`src/rtl/uart_instr_loader_pkg.sv`:
```
// Shared constants and receiver state encoding for the UART instruction loader.
package uart_instr_loader_pkg;

    typedef enum logic [1:0] {
        IDLE  = 2'd0,
        START = 2'd1,
        DATA  = 2'd2,
        STOP  = 2'd3
    } rx_state_e;

    localparam int unsigned DEF_CLK_FREQ   = 50_000_000;
    localparam int unsigned DEF_BAUD       = 115_200;
    localparam int unsigned CLKS_PER_BIT   = DEF_CLK_FREQ / DEF_BAUD;
    localparam int unsigned HALF_BIT       = CLKS_PER_BIT / 2;
    localparam int unsigned BYTES_PER_WORD = 4;
    localparam int unsigned CNT_W          = 16;

    function automatic int unsigned clks_per_bit(input int unsigned clk_freq,
                                                 input int unsigned baud);
        return clk_freq / baud;
    endfunction

endpackage

```
`src/rtl/uart_instr_loader_if.sv`:
```
// Instruction-memory write port plus loader status, as seen by the fetch side.
interface uart_instr_loader_if #(
    parameter int unsigned ADDR_W = 8
) ();

    logic              imem_we;
    logic [ADDR_W-1:0] imem_addr;
    logic [31:0]       imem_wdata;
    logic [ADDR_W:0]   word_count;
    logic              busy;
    logic              frame_err;
    logic              overflow;

    modport master (
        output imem_we, imem_addr, imem_wdata, word_count, busy, frame_err, overflow
    );

    modport slave (
        input imem_we, imem_addr, imem_wdata, word_count, busy, frame_err, overflow
    );

endinterface

```
`src/rtl/uart_rx_byte.sv`:
```
// 8N1 byte receiver: rxd synchronizer, framing FSM and bit-period counter.
module uart_rx_byte
    import uart_instr_loader_pkg::*;
#(
    parameter int unsigned CPB = CLKS_PER_BIT
) (
    input  logic       clk,
    input  logic       rst,
    input  logic       enable,
    input  logic       rxd,
    output logic [7:0] rx_byte,
    output logic       byte_valid,
    output logic       stop_err
);

    localparam int unsigned HALF = CPB / 2;

    rx_state_e        state_q, state_d;
    logic [CNT_W-1:0] cnt_q, cnt_d;
    logic [2:0]       bit_q, bit_d;
    logic [7:0]       shift_q, shift_d, rx_byte_d;
    logic             rxd_meta, rxd_s;
    logic             armed_q, armed_d;
    logic             valid_d, err_d;

    // Synchronizer resets low so a line held low across reset never looks idle.
    always_ff @(posedge clk or negedge rst) begin
        if (!rst) begin
            rxd_meta <= 1'b0;
            rxd_s    <= 1'b0;
        end else begin
            rxd_meta <= rxd;
            rxd_s    <= rxd_meta;
        end
    end

    always_ff @(posedge clk or negedge rst) begin
        if (!rst) begin
            state_q    <= IDLE;
            cnt_q      <= '0;
            bit_q      <= '0;
            shift_q    <= '0;
            armed_q    <= 1'b0;
            rx_byte    <= '0;
            byte_valid <= 1'b0;
            stop_err   <= 1'b0;
        end else begin
            state_q    <= state_d;
            cnt_q      <= cnt_d;
            bit_q      <= bit_d;
            shift_q    <= shift_d;
            armed_q    <= armed_d;
            rx_byte    <= rx_byte_d;
            byte_valid <= valid_d;
            stop_err   <= err_d;
        end
    end

    always_comb begin
        state_d   = state_q;
        cnt_d     = cnt_q + CNT_W'(1);
        bit_d     = bit_q;
        shift_d   = shift_q;
        rx_byte_d = rx_byte;
        valid_d   = 1'b0;
        err_d     = 1'b0;
        armed_d   = armed_q | rxd_s;

        case (state_q)
            IDLE: begin
                cnt_d = '0;
                if (enable && armed_q && !rxd_s) state_d = START;
            end
            START: begin
                if (cnt_q == CNT_W'(HALF - 1)) begin
                    cnt_d   = '0;
                    bit_d   = '0;
                    state_d = rxd_s ? IDLE : DATA;
                end
            end
            DATA: begin
                if (cnt_q == CNT_W'(CPB - 1)) begin
                    cnt_d   = '0;
                    shift_d = {rxd_s, shift_q[7:1]};
                    bit_d   = bit_q + 3'd1;
                    if (bit_q == 3'd7) state_d = STOP;
                end
            end
            STOP: begin
                if (cnt_q == CNT_W'(CPB - 1)) begin
                    cnt_d   = '0;
                    state_d = IDLE;
                    if (rxd_s) begin
                        valid_d   = 1'b1;
                        rx_byte_d = shift_q;
                    end else begin
                        // Line is still low; wait for it to go high before the next start.
                        err_d   = 1'b1;
                        armed_d = 1'b0;
                    end
                end
            end
            default: state_d = IDLE;
        endcase

        if (!enable) begin
            state_d = IDLE;
            cnt_d   = '0;
        end
    end

endmodule

```
`src/rtl/uart_instr_loader.sv`:
```
// Serial boot loader: packs received UART bytes into 32-bit words for instruction memory.
module uart_instr_loader
    import uart_instr_loader_pkg::*;
#(
    parameter int unsigned CLK_FREQ = DEF_CLK_FREQ,
    parameter int unsigned BAUD     = DEF_BAUD,
    parameter int unsigned ADDR_W   = 8
) (
    input  logic                clk,
    input  logic                rst,
    input  logic                enable,
    input  logic                rxd,
    uart_instr_loader_if.master imem
);

    localparam int unsigned CPB     = clks_per_bit(CLK_FREQ, BAUD);
    localparam int unsigned WC_W    = ADDR_W + 1;
    localparam int unsigned WC_MAX  = 2 ** ADDR_W;

    logic [7:0]        rx_byte;
    logic              byte_valid, stop_err;
    logic              en_meta, en_sync, en_prev;
    logic              en_rise, accept, word_done;
    logic [1:0]        byte_idx_q;
    logic [23:0]       buf_q;
    logic [ADDR_W-1:0] ptr_q, addr_q;
    logic [WC_W-1:0]   count_q;
    logic [31:0]       wdata_q;
    logic              we_q, busy_q, ferr_q, ovf_q;

    uart_rx_byte #(.CPB(CPB)) u_rx (
        .clk        (clk),
        .rst        (rst),
        .enable     (en_sync),
        .rxd        (rxd),
        .rx_byte    (rx_byte),
        .byte_valid (byte_valid),
        .stop_err   (stop_err)
    );

    assign en_rise   = en_sync & ~en_prev;
    assign accept    = byte_valid & en_sync;
    assign word_done = accept & (byte_idx_q == 2'(BYTES_PER_WORD - 1));

    always_ff @(posedge clk or negedge rst) begin
        if (!rst) begin
            en_meta <= 1'b0;
            en_sync <= 1'b0;
            en_prev <= 1'b0;
        end else begin
            en_meta <= enable;
            en_sync <= en_meta;
            en_prev <= en_sync;
        end
    end

    // Write port and busy are registered from the word-complete condition.
    always_ff @(posedge clk or negedge rst) begin
        if (!rst) begin
            we_q    <= 1'b0;
            busy_q  <= 1'b0;
            addr_q  <= '0;
            wdata_q <= '0;
        end else begin
            we_q   <= word_done;
            busy_q <= en_sync | word_done;
            if (word_done) begin
                addr_q  <= ptr_q;
                wdata_q <= {rx_byte, buf_q};
            end
        end
    end

    always_ff @(posedge clk or negedge rst) begin
        if (!rst) begin
            byte_idx_q <= '0;
            buf_q      <= '0;
            ptr_q      <= '0;
            count_q    <= '0;
            ferr_q     <= 1'b0;
            ovf_q      <= 1'b0;
        end else if (en_rise) begin
            byte_idx_q <= '0;
            ptr_q      <= '0;
            count_q    <= '0;
            ferr_q     <= 1'b0;
            ovf_q      <= 1'b0;
        end else if (!en_sync) begin
            byte_idx_q <= '0;
        end else begin
            if (stop_err) ferr_q <= 1'b1;
            if (accept) begin
                byte_idx_q <= byte_idx_q + 2'd1;
                case (byte_idx_q)
                    2'd0:    buf_q[7:0]   <= rx_byte;
                    2'd1:    buf_q[15:8]  <= rx_byte;
                    2'd2:    buf_q[23:16] <= rx_byte;
                    default: ;
                endcase
            end
            if (word_done) begin
                ptr_q <= ptr_q + ADDR_W'(1);
                if (ptr_q == {ADDR_W{1'b1}}) ovf_q <= 1'b1;
                if (count_q != WC_W'(WC_MAX)) count_q <= count_q + WC_W'(1);
            end
        end
    end

    assign imem.imem_we    = we_q;
    assign imem.imem_addr  = addr_q;
    assign imem.imem_wdata = wdata_q;
    assign imem.word_count = count_q;
    assign imem.busy       = busy_q;
    assign imem.frame_err  = ferr_q;
    assign imem.overflow   = ovf_q;

endmodule

```
`src/flat_wrapper.sv`:
```
// flat-port wrapper written by rule: the top's interface ports become plain ports
module uart_instr_loader_flat import uart_instr_loader_pkg::*;
#(
    parameter int unsigned CLK_FREQ = DEF_CLK_FREQ,
    parameter int unsigned BAUD     = DEF_BAUD,
    parameter int unsigned ADDR_W   = 8
)
  (clk, rst, enable, rxd, imem_imem_we, imem_imem_addr, imem_imem_wdata, imem_word_count, imem_busy, imem_frame_err, imem_overflow);
  uart_instr_loader_if #(.ADDR_W(ADDR_W)) imem_i ();
  input  logic clk;
  input  logic rst;
  input  logic enable;
  input  logic rxd;
  output wire logic [$bits(imem_i.imem_we)-1:0] imem_imem_we;
  output wire logic [$bits(imem_i.imem_addr)-1:0] imem_imem_addr;
  output wire logic [$bits(imem_i.imem_wdata)-1:0] imem_imem_wdata;
  output wire logic [$bits(imem_i.word_count)-1:0] imem_word_count;
  output wire logic [$bits(imem_i.busy)-1:0] imem_busy;
  output wire logic [$bits(imem_i.frame_err)-1:0] imem_frame_err;
  output wire logic [$bits(imem_i.overflow)-1:0] imem_overflow;
  assign imem_imem_we = imem_i.imem_we;
  assign imem_imem_addr = imem_i.imem_addr;
  assign imem_imem_wdata = imem_i.imem_wdata;
  assign imem_word_count = imem_i.word_count;
  assign imem_busy = imem_i.busy;
  assign imem_frame_err = imem_i.frame_err;
  assign imem_overflow = imem_i.overflow;
  uart_instr_loader #(.CLK_FREQ(CLK_FREQ), .BAUD(BAUD), .ADDR_W(ADDR_W)) u_core (.clk(clk), .rst(rst), .enable(enable), .rxd(rxd), .imem(imem_i));
endmodule
```
`config.mk`:
```
export PLATFORM = sky130hd
export DESIGN_NAME = uart_instr_loader_flat
export DESIGN_NICKNAME = d
export VERILOG_FILES = /design/src/rtl/uart_instr_loader_pkg.sv /design/src/rtl/uart_instr_loader_if.sv /design/src/rtl/uart_rx_byte.sv /design/src/rtl/uart_instr_loader.sv /design/src/flat_wrapper.sv
export SDC_FILE = /design/constraint.sdc
export NUM_CORES = 1
export LEC_CHECK = 0
export ABC_AREA = 1
export CORE_MARGIN = 10
export CORE_UTILIZATION = 55
export CTS_CLUSTER_SIZE = 40
export DETAILED_ROUTE_END_ITERATION = 7
export PLACE_DENSITY = 0.77
export SYNTH_ARGS = -nofsm -noshare
export SYNTH_HDL_FRONTEND = slang
export SYNTH_SLANG_ARGS = --single-unit
```
`constraint.sdc`:
```
create_clock -name clk -period 3.4 [get_ports clk]
set_clock_uncertainty 0.15 [all_clocks]
set_input_delay 0.68 -clock clk [delete_from_list [all_inputs] [get_ports clk]]
set_output_delay 0.68 -clock clk [all_outputs]
set_load 0.01 [all_outputs]
```
# Word level (Yosys, flattened, before mapping)
# Cells that the tools add are included.
[classes] n_addsub=5 eq_ne=19 mux=41 n_bitwise=7 reduce_logical=23
[op_table] op="16-bit two-way mux" count=3
[op_table] op="16-bit one-hot mux with 3 select lines" count=1
[op_table] op="9-bit two-way mux" count=4
[op_table] op="8-bit two-way mux" count=3
[op_table] op="2-bit two-way mux" count=10
[op_table] op="3-bit != test, second input constant" count=6
[op_table] op="16-bit by 1-bit adder with 16-bit output, second input constant" count=1
[op_table] op="16-bit by 8-bit == test with 1-bit output, second input constant" count=1
[op_table] op="16-bit by 9-bit == test with 1-bit output, second input constant" count=1
[op_table] op="1-bit two-way mux" count=16
[op_table] op="3-bit AND reduction" count=4
[op_table] op="4-bit AND reduction" count=3
[op_table] op="2-bit nonzero test" count=6
[op_table] op="9-bit by 1-bit adder with 9-bit output, second input constant" count=1
[op_table] op="9-bit != test, second input constant" count=1
[op_table] op="8-bit by 1-bit adder with 8-bit output, second input constant" count=1
[op_table] op="2-bit == test, second input constant" count=4
[op_table] op="8-bit == test, second input constant" count=1
[op_table] op="2-bit one-hot mux with 4 select lines" count=1
[op_table] op="3-bit two-way mux" count=2
[op_table] op="3-bit one-hot mux with 2 select lines" count=1
[op_table] op="2-bit AND reduction" count=3
[op_table] op="5-bit AND reduction" count=1
[op_table] op="2-bit by 1-bit == test with 1-bit output, second input constant" count=2
[op_table] op="other kinds (11)" count=18
[word_totals] ff_bits=132 inputBits=4 output_inout_bits=53 elab_cells=120

# Logic depth before layout (Yosys ltp)
# Gate-level depths: netlist of the first run.
[depth] depth_word=5 ltp_mapped=11

# By module
# From an unflattened synthesis of the first run, not the netlist that was laid out.
[unflattened] cells_unflattened=654 area_unflattened_um2=5789.3
[modules_own_cells] mod="uart_instr_loader" n_inst=1 cells_per_inst=428 area_each_um2=3772.4
[modules_own_cells] mod="uart_rx_byte" n_inst=1 cells_per_inst=226 area_each_um2=2016.9

# Worst setup path before layout of the first run
# OpenSTA, ideal clock, no wires.
[synth_timing] path_type="register to register" from="register u_core.u_rx.cnt_q[1]" to="register u_core.u_rx.rx_byte[0]" setup_time_ps=126 arrival_ps=1366 required_ps=3124 slack_ps=1758 stages_incl_launch_ff=9 path_buffers=1 cell_sequence="dfrtp_1 inv_1 ha_1 nand2_1 nor2_2 nand2_2 nor3_4 buf_6 o21ai_0"
[synth_between] elab_chain_cells=2
[synth_lines] item="start, declared" line="uart_rx_byte.sv:19" rtl="logic [CNT_W-1:0] cnt_q, cnt_d;"
[synth_lines] item="start signal, assigned" line="uart_rx_byte.sv:49" rtl="cnt_q <= cnt_d;"
[synth_lines] item="16-bit by 9-bit == test with 1-bit output" line="uart_rx_byte.sv:90" rtl="if (cnt_q == CNT_W'(CPB - 1)) begin"
[synth_lines] item="3-bit AND reduction (no line)"
[synth_lines] item="end signal, assigned" line="uart_rx_byte.sv:53" rtl="rx_byte <= rx_byte_d;"
[synth_lines] item="end, declared" line="uart_rx_byte.sv:11" rtl="output logic [7:0] rx_byte,"
# Every way passes these cells.
# A chain may end at the register's enable or synchronous reset.

# Worst setup path after layout of the first run
[layout_timing] from="register u_core.count_q[4], in the netlist u_core.imem.word_count[4]" to="output port imem_word_count[4]"
[layout_rtl] item="start, declared" line="uart_instr_loader.sv:27" rtl="logic [WC_W-1:0] count_q;"
[layout_rtl] item="start signal, assigned" line="uart_instr_loader.sv:104" rtl="if (count_q != WC_W'(WC_MAX)) count_q <= count_q + WC_W'(1);"
[layout_rtl] item="end, declared" line="flat_wrapper.sv:17" rtl="output wire logic [$bits(imem_i.word_count)-1:0] imem_word_count;"
# No word-level cell between the ends.

==> results of run 1 <==
==> state kept, by name, indices dropped and copies added, names as in the netlist, 2 cells and up <==
register / count
u_core.imem.imem_addr: 8
u_core.ptr_q: 8
u_core.imem.word_count: 9
u_core.u_rx.cnt_q: 16
u_core.buf_q: 24
u_core.u_rx.rx_byte: 8
u_core.u_rx.bit_q: 3
u_core.u_rx.shift_q: 8
u_core.u_rx.state_q: 2
u_core.byte_idx_q: 2
u_core.imem.imem_wdata: 32
==> stage by stage <==
step	hold WS, ns	instances	area [µm²]	power, µW	utilization
3_5_place_dp	0.195	801	6310	1830	0.640
3_3_place_gp	0.182	801	6310	1820	0.640
5_1_grt	0.115	829	6810	3450	0.690
2_1_floorplan	0.181	627	5640	1770	-
6_report	0.0633	829	6810	3330	0.690
4_1_cts	0.0853	829	6810	3360	0.690
==> metal layers <==
| layer | vias to the layer above | global-route usage | part of all wire |
|---|---|---|---|
| li1 | 2087 | - | - |
| met1 | 2040 | 0.194 | 0.43 |
| met2 | 89 | 0.284 | 0.51 |
| met3 | 14 | 0.0400 | 0.049 |
| met4 | 0 | 0.0835 | 0.012 |
| met5 | - | 0 | 0 |
==> kinds of logic after synthesis <==
kind of cell             share of synthesized area
flip-flops                                   0.585
adder cells (fa/ha/maj)                     0.0266
buffers and inverters                       0.0672
XOR/XNOR                                    0.0279
AO/OA/AOI/OAI                               0.0892
AND/OR/NAND/NOR                              0.204
==> area by class of cell <==
| cell class | count | area, µm² |
|---|---|---|
| Sequential cell | 132 | 3300 |
| Fill cell | 723 | 3060 |
| Multi-Input combinational cell | 401 | 1960 |
| Timing Repair Buffer | 60 | 601 |
| Clock buffer | 22 | 463 |
| Inverter | 75 | 283 |
| Tap cell | 133 | 166 |
| Clock inverter | 6 | 32.5 |
==> path summary, 6_finish.rpt <==
path	start	slack (ns)	to
worst max-delay path	u_core.imem.word_count[4]	1.00	imem_word_count[4]
worst min-delay path	rst	0.06	u_core.imem.imem_wdata[11]
worst max register to register	u_core.en_sync	1.30	u_core.imem.word_count[0]
worst min register to register	u_core.en_meta	0.20	u_core.en_sync
max in group asynchronous	rst	2.29	u_core.u_rx.byte_valid
min in group clk	u_core.en_meta	0.20	u_core.en_sync
==> cell usage in the layout, fill, tap and decap left out, types with 2 or more instances in the layout <==
| cell | Yosys | layout |
|---|---|---|
| xnor2_1 | 5 | 5 |
| clkbuf_16 | 0 | 16 |
| nor2_4 | 2 | 2 |
| nand2_2 | 6 | 6 |
| a21oi_1 | 10 | 10 |
| nand3_1 | 17 | 17 |
| dfrtp_1 | 132 | 132 |
| ha_1 | 12 | 12 |
| clkbuf_8 | 0 | 4 |
| nor2_1 | 49 | 49 |
| nand4_1 | 5 | 5 |
| inv_1 | 71 | 71 |
| o21ai_0 | 84 | 84 |
| clkinv_2 | 1 | 6 |
| buf_4 | 3 | 4 |
| xor2_1 | 13 | 13 |
| nor3_1 | 8 | 8 |
| clkbuf_1 | 10 | 2 |
| nand2_1 | 176 | 176 |
| inv_2 | 3 | 3 |
| o21bai_1 | 2 | 2 |
| clkdlybuf4s50_1 | 0 | 55 |
| nor2_2 | 2 | 2 |
==> power by group through the flow <==
stage	sequential (µW)	clock (µW)	combinational, µW
5_1_grt	1620	1620	211
6_report	1620	1520	185
3_5_place_dp	1650	0	187
3_3_place_gp	1650	0	176
4_1_cts	1620	1550	187
2_1_floorplan	1630	0	136
==> flow_metrics.py, run 1 <==
metrics = {
    "global_route": {
        "grt_pass1_wl_um": 19800,
        "antenna_found_initial": 0,
        "grt-ovfl-total": 0,
        "first_global_vias": 4199,
        "track_usage": 0.167,
        "grt_max_degree": 58,
    },
    "timing": {
        "rsz0062_at_grt": "false",
        "fin_ws_ns": 1.00,
        "tns_ns": 0,
        "tightest_slew_ns": 0.868,
        "period_minus_slack_ns": 2.40,
        "fmax_mhz": 417,
        "setup_viol": 0,
        "period_share": 0.705,
        "hold_violations": 0,
        "slew_headroom": 0.419,
        "drv_slew": 0,
    },
    "setup_path": {
        "endpoint_kind": "output pin",
        "crit_buf_inv": 1,
        "cp_max_fo": 6,
        "crit_cells": 1,
        "start_kind": "flop",
        "reg2reg_depth": 7,
        "cp.arrival_ns": 1.57,
        "critical_path_required_ns": 2.57,
        "worst_path_largest_cell_delay_ns": 0.59,
        "cp_slowest_cell": "clkdlybuf4s50_1",
        "path_cells": "clkdlybuf4s50_1",
        "crit_family": "buffers and inverters",
        "critPathKind": "reg2out",
    },
    "synth": {
        "synth_top_area_frac": 0.585,
        "syn_inst": 627,
        "synthDistinctLibCells": 33,
        "synth-warning-count": 0,
        "synth-edff-count": 0,
        "ys_async_sr_fraction": 1.00,
        "yosys.area.top_type": "dfrtp_1",
        "syn_area_um2": 5640,
        "yosysSeqAreaShare": 0.585,
        "syn_nets": 643,
        "synth.top_cells.by_area": "dfrtp_1, nand2_1, o21ai_0",
        "yosys_register_bits": 132,
        "yosys.cell_count.top_type": "nand2_1",
        "syn_area_per_cell_um2": 9.00,
        "synthFlopType": "dfrtp_1",
        "ys_top_cells_by_count": "nand2_1, dfrtp_1, o21ai_0, inv_1, nor2_1",
    },
    "drt": {
        "ant_nets": 0,
        "drt-pass1-iter-count": 4,
        "drt_drc_violations_left": 0,
        "routed_wl_um": 11600,
        "via_per_inst": 5.10,
        "drtIter0Drc": 307,
        "via_count": 4230,
        "wl_per_cell_um": 14.0,
    },
    "clock_network": {
        "numCtsBuffers": 17,
        "postCtsSetupRepairBufs": 0,
        "worstSkewPairLatency_ns": 0.51,
        "clockRootBuffer": "clkbuf_8",
        "ctsLongestPathBuffers": 2,
        "clkTransAtPathRegs_ns": 0.05,
        "cts_tree": "built",
        "cts.sinks": 132,
        "htreeDepth": 4,
        "ctsHoldBuffers": 0,
        "cts_resized": 0,
    },
    "min_path": {
        "holdCritPathClass": "in2async",
    },
    "pwr": {
        "power.density_nw_per_um2": 489,
        "p_sw_uw": 760,
        "ir_worst_vdd_mv": 0.317,
        "power_frac_seq": 0.487,
        "power.clock.fraction": 0.458,
        "power.leakage_uw": 0.00318,
        "pwr-share-comb": 0.055,
        "swShare": 0.228,
        "p_int_uw": 2570,
    },
    "floorplanning": {
        "dieArea_um2": 14700,
        "chipWidth_um": 121,
        "io_pins": 57,
        "core_um2": 9860,
        "die_height_um": 121,
        "start_util": 0.572,
        "rows": 36,
    },
    "layout": {
        "antenna_cells": 0,
        "fin_nets": 703,
        "post_route_cells_drive_above_1_share": 0.0747,
        "syn_to_final_growth_pct": 20.7,
    },
    "job": {
        "max-cap-violations": 0,
    },
    "outcome": {
        "status": "completed",
    },
    "placed_design": {
        "portBuffers": 56,
        "pre_cts_ws_ns": 1.33,
        "gp_congestion": 0.916,
        "hpwlAfterDp_um": 8010,
    },
}
Note: power is estimated with default switching activity, not from simulation.
==> run 2: changes to the inputs <==
--- a/config.mk
+++ b/config.mk
@@ -7,10 +7,10 @@
 export LEC_CHECK = 0
 export ABC_AREA = 1
 export CORE_MARGIN = 10
-export CORE_UTILIZATION = 55
+export CORE_UTILIZATION = 51
 export CTS_CLUSTER_SIZE = 40
 export DETAILED_ROUTE_END_ITERATION = 7
-export PLACE_DENSITY = 0.77
+export PLACE_DENSITY = 0.76
 export SYNTH_ARGS = -nofsm -noshare
 export SYNTH_HDL_FRONTEND = slang
 export SYNTH_SLANG_ARGS = --single-unit
==> constraint.sdc (replaced) <==
create_clock -name clk -period 2.1 [get_ports clk]
set_clock_uncertainty 0.15 [all_clocks]
set_input_delay 0.42 -clock clk [delete_from_list [all_inputs] [get_ports clk]]
set_output_delay 0.42 -clock clk [all_outputs]
set_load 0.01 [all_outputs]
==> flow_metrics.py, run 2 (synthesized netlist as in run 1, its figures left out) <==
metrics = {
    "floorplanning": {
        "start_util": 0.520,
        "chipWidth_um": 125,
        "rows": 38,
        "core_um2": 10800,
        "dieArea_um2": 15700,
        "die_height_um": 125,
        "io_pins": 57,
    },
    "placed_design": {
        "gp_congestion": 0.872,
        "place_inst": 816,
        "portBuffers": 56,
        "hpwlAfterDp_um": 8230,
        "dpl_cell_area_um2": 6390,
    },
    "global_route": {
        "grt_pass1_wl_um": 21200,
        "grt_max_degree": 68,
        "first_global_vias": 4477,
        "grt-ovfl-total": 0,
        "track_usage": 0.161,
        "antenna_found_initial": 0,
    },
    "layout": {
        "finalInstanceArea_um2": 7040,
        "post_route_cells_drive_above_1_share": 0.0987,
        "final_common_cell": "nand2_1",
        "final_cell_mix": "nand2_1, dfrtp_1, o21ai_0",
        "antenna_cells": 0,
        "largest_reg_flops": 32,
        "fin_nets": 713,
        "multi_input_area_um2": 1960,
        "seq_area_um2": 3310,
        "fin_cells": 849,
        "syn_to_final_growth_pct": 24.8,
        "finish.utilization": 0.649,
        "fillCellCount": 841,
    },
    "drt": {
        "drt_drc_violations_left": 0,
        "ant_nets": 0,
        "drtIter0Drc": 388,
        "wl_per_cell_um": 14.3,
        "via_per_inst": 5.12,
        "drt-pass1-iter-count": 8,
        "via_count": 4351,
        "routed_wl_um": 12200,
    },
    "min_path": {
        "holdPathStages": 1,
        "min_from": "rxd",
        "hold_end": "u_core.u_rx.rxd_meta",
        "holdCritPathClass": "in2reg",
    },
    "setup_path": {
        "crit_buf_inv": 1,
        "reg2reg_depth": 8,
        "critical_path_required_ns": 1.53,
        "reg2reg_from": "u_core.en_sync",
        "worst_path_largest_cell_delay_ns": 0.56,
        "critPathKind": "reg2out",
        "start_kind": "flop",
        "cp_max_fo": 4,
        "reg2reg_slack_ns": 0.20,
        "endpoint_kind": "output pin",
        "reg2reg_to": "u_core.ptr_q[7]",
        "cp_slowest_cell": "clkdlybuf4s50_1",
        "crit_family": "buffers and inverters",
        "cp.arrival_ns": 1.48,
        "path_cells": "clkdlybuf4s50_1",
    },
    "timing": {
        "holdWs_ns": 0.191,
        "slew_headroom": 0.727,
        "period_minus_slack_ns": 2.05,
        "setup_viol": 0,
        "tns_ns": 0,
        "drv_slew": 0,
        "fmax_mhz": 489,
        "tightest_slew_ns": 0.406,
        "period_share": 0.974,
        "hold_violations": 0,
        "rsz0062_at_grt": "false",
    },
    "job": {
        "max-cap-violations": 0,
    },
    "clock_network": {
        "clockRootBuffer": "clkbuf_8",
        "cts.sinks": 132,
        "ctsLongestPathBuffers": 2,
        "worstSkewPairLatency_ns": 0.52,
        "numCtsBuffers": 17,
        "htreeDepth": 4,
        "cts_tree": "built",
        "clkTransAtPathRegs_ns": 0.06,
    },
    "pwr": {
        "power.density_nw_per_um2": 848,
        "power.leakage_uw": 0.00338,
        "ir_worst_vdd_mv": 0.583,
    },
    "outcome": {
        "status": "completed",
    },
}
## run 2: cell count changes in the layout (fill, tap and decap cells not counted), moves of 3 or more
cell             before  now
dfrtp_2               0    4
dlymetal6s2s_1        0    5
bufinv_16             0    4
dfrtp_1             132  128
clkinv_4              0    3
clkdlybuf4s50_1      55   48
buf_4                 4   12
## run 2: final cells by class
class / instances / area share
Clock inverter: 13 / 0.0261
Timing Repair Buffer: 70 / 0.0996
Inverter: 75 / 0.0402
Clock buffer: 18 / 0.0608
Multi-Input combinational cell: 401 / 0.278
Tap cell: 140 / 0.0249
Sequential cell: 132 / 0.470
## run 2: per-stage QoR
| step | total power [µW] | worst slack (ns) |
|---|---|---|
| after floorplan | 2860 | 0.458 |
| after global placement | 2950 | 0.334 |
| after detailed placement | 2970 | 0.242 |
| after CTS | 6020 | 0.00316 |
| after global routing | 6180 | 0.0143 |
| final | 5970 | 0.0547 |
## run 2: worst max-delay path by stage
stage | from | endpoint | slack [ns] | cells past startpoint
final | u_core.imem.word_count[7] | imem_word_count[7] | 0.05 | 1
after global routing | u_core.imem.word_count[7] | imem_word_count[7] | 0.01 | 1
after CTS | u_core.imem.word_count[3] | imem_word_count[3] | 0.003 | 1
after detailed placement | u_core.en_sync | u_core.ptr_q[7] | 0.24 | 8
after global placement | u_core.en_sync | u_core.ptr_q[7] | 0.33 | 8
after floorplan | u_core.u_rx.cnt_q[1] | u_core.u_rx.rx_byte[0] | 0.46 | 8
## run 2: power by group
group | internal [µW] | switching (µW)
clock network | 1950 | 1100
logic | 82.6 | 222
registers | 2580 | 45.2
## run 2: repair_timing
item | in CTS | in global routing
endpoints found under the setup margin | 7 | 5
hold endpoints to repair | 25 | 0
hold buffers | 1 | 0
buffers inserted | 1 | 0
gates resized for setup | 6 | 5
## run 2: routing by layer
metal,share of wire,GRT usage,vias up
li1,-,-,2109
met1,0.42,0.183,2107
met2,0.51,0.276,119
met3,0.061,0.0532,16
met4,0.013,0.0596,0
met5,0,0,-
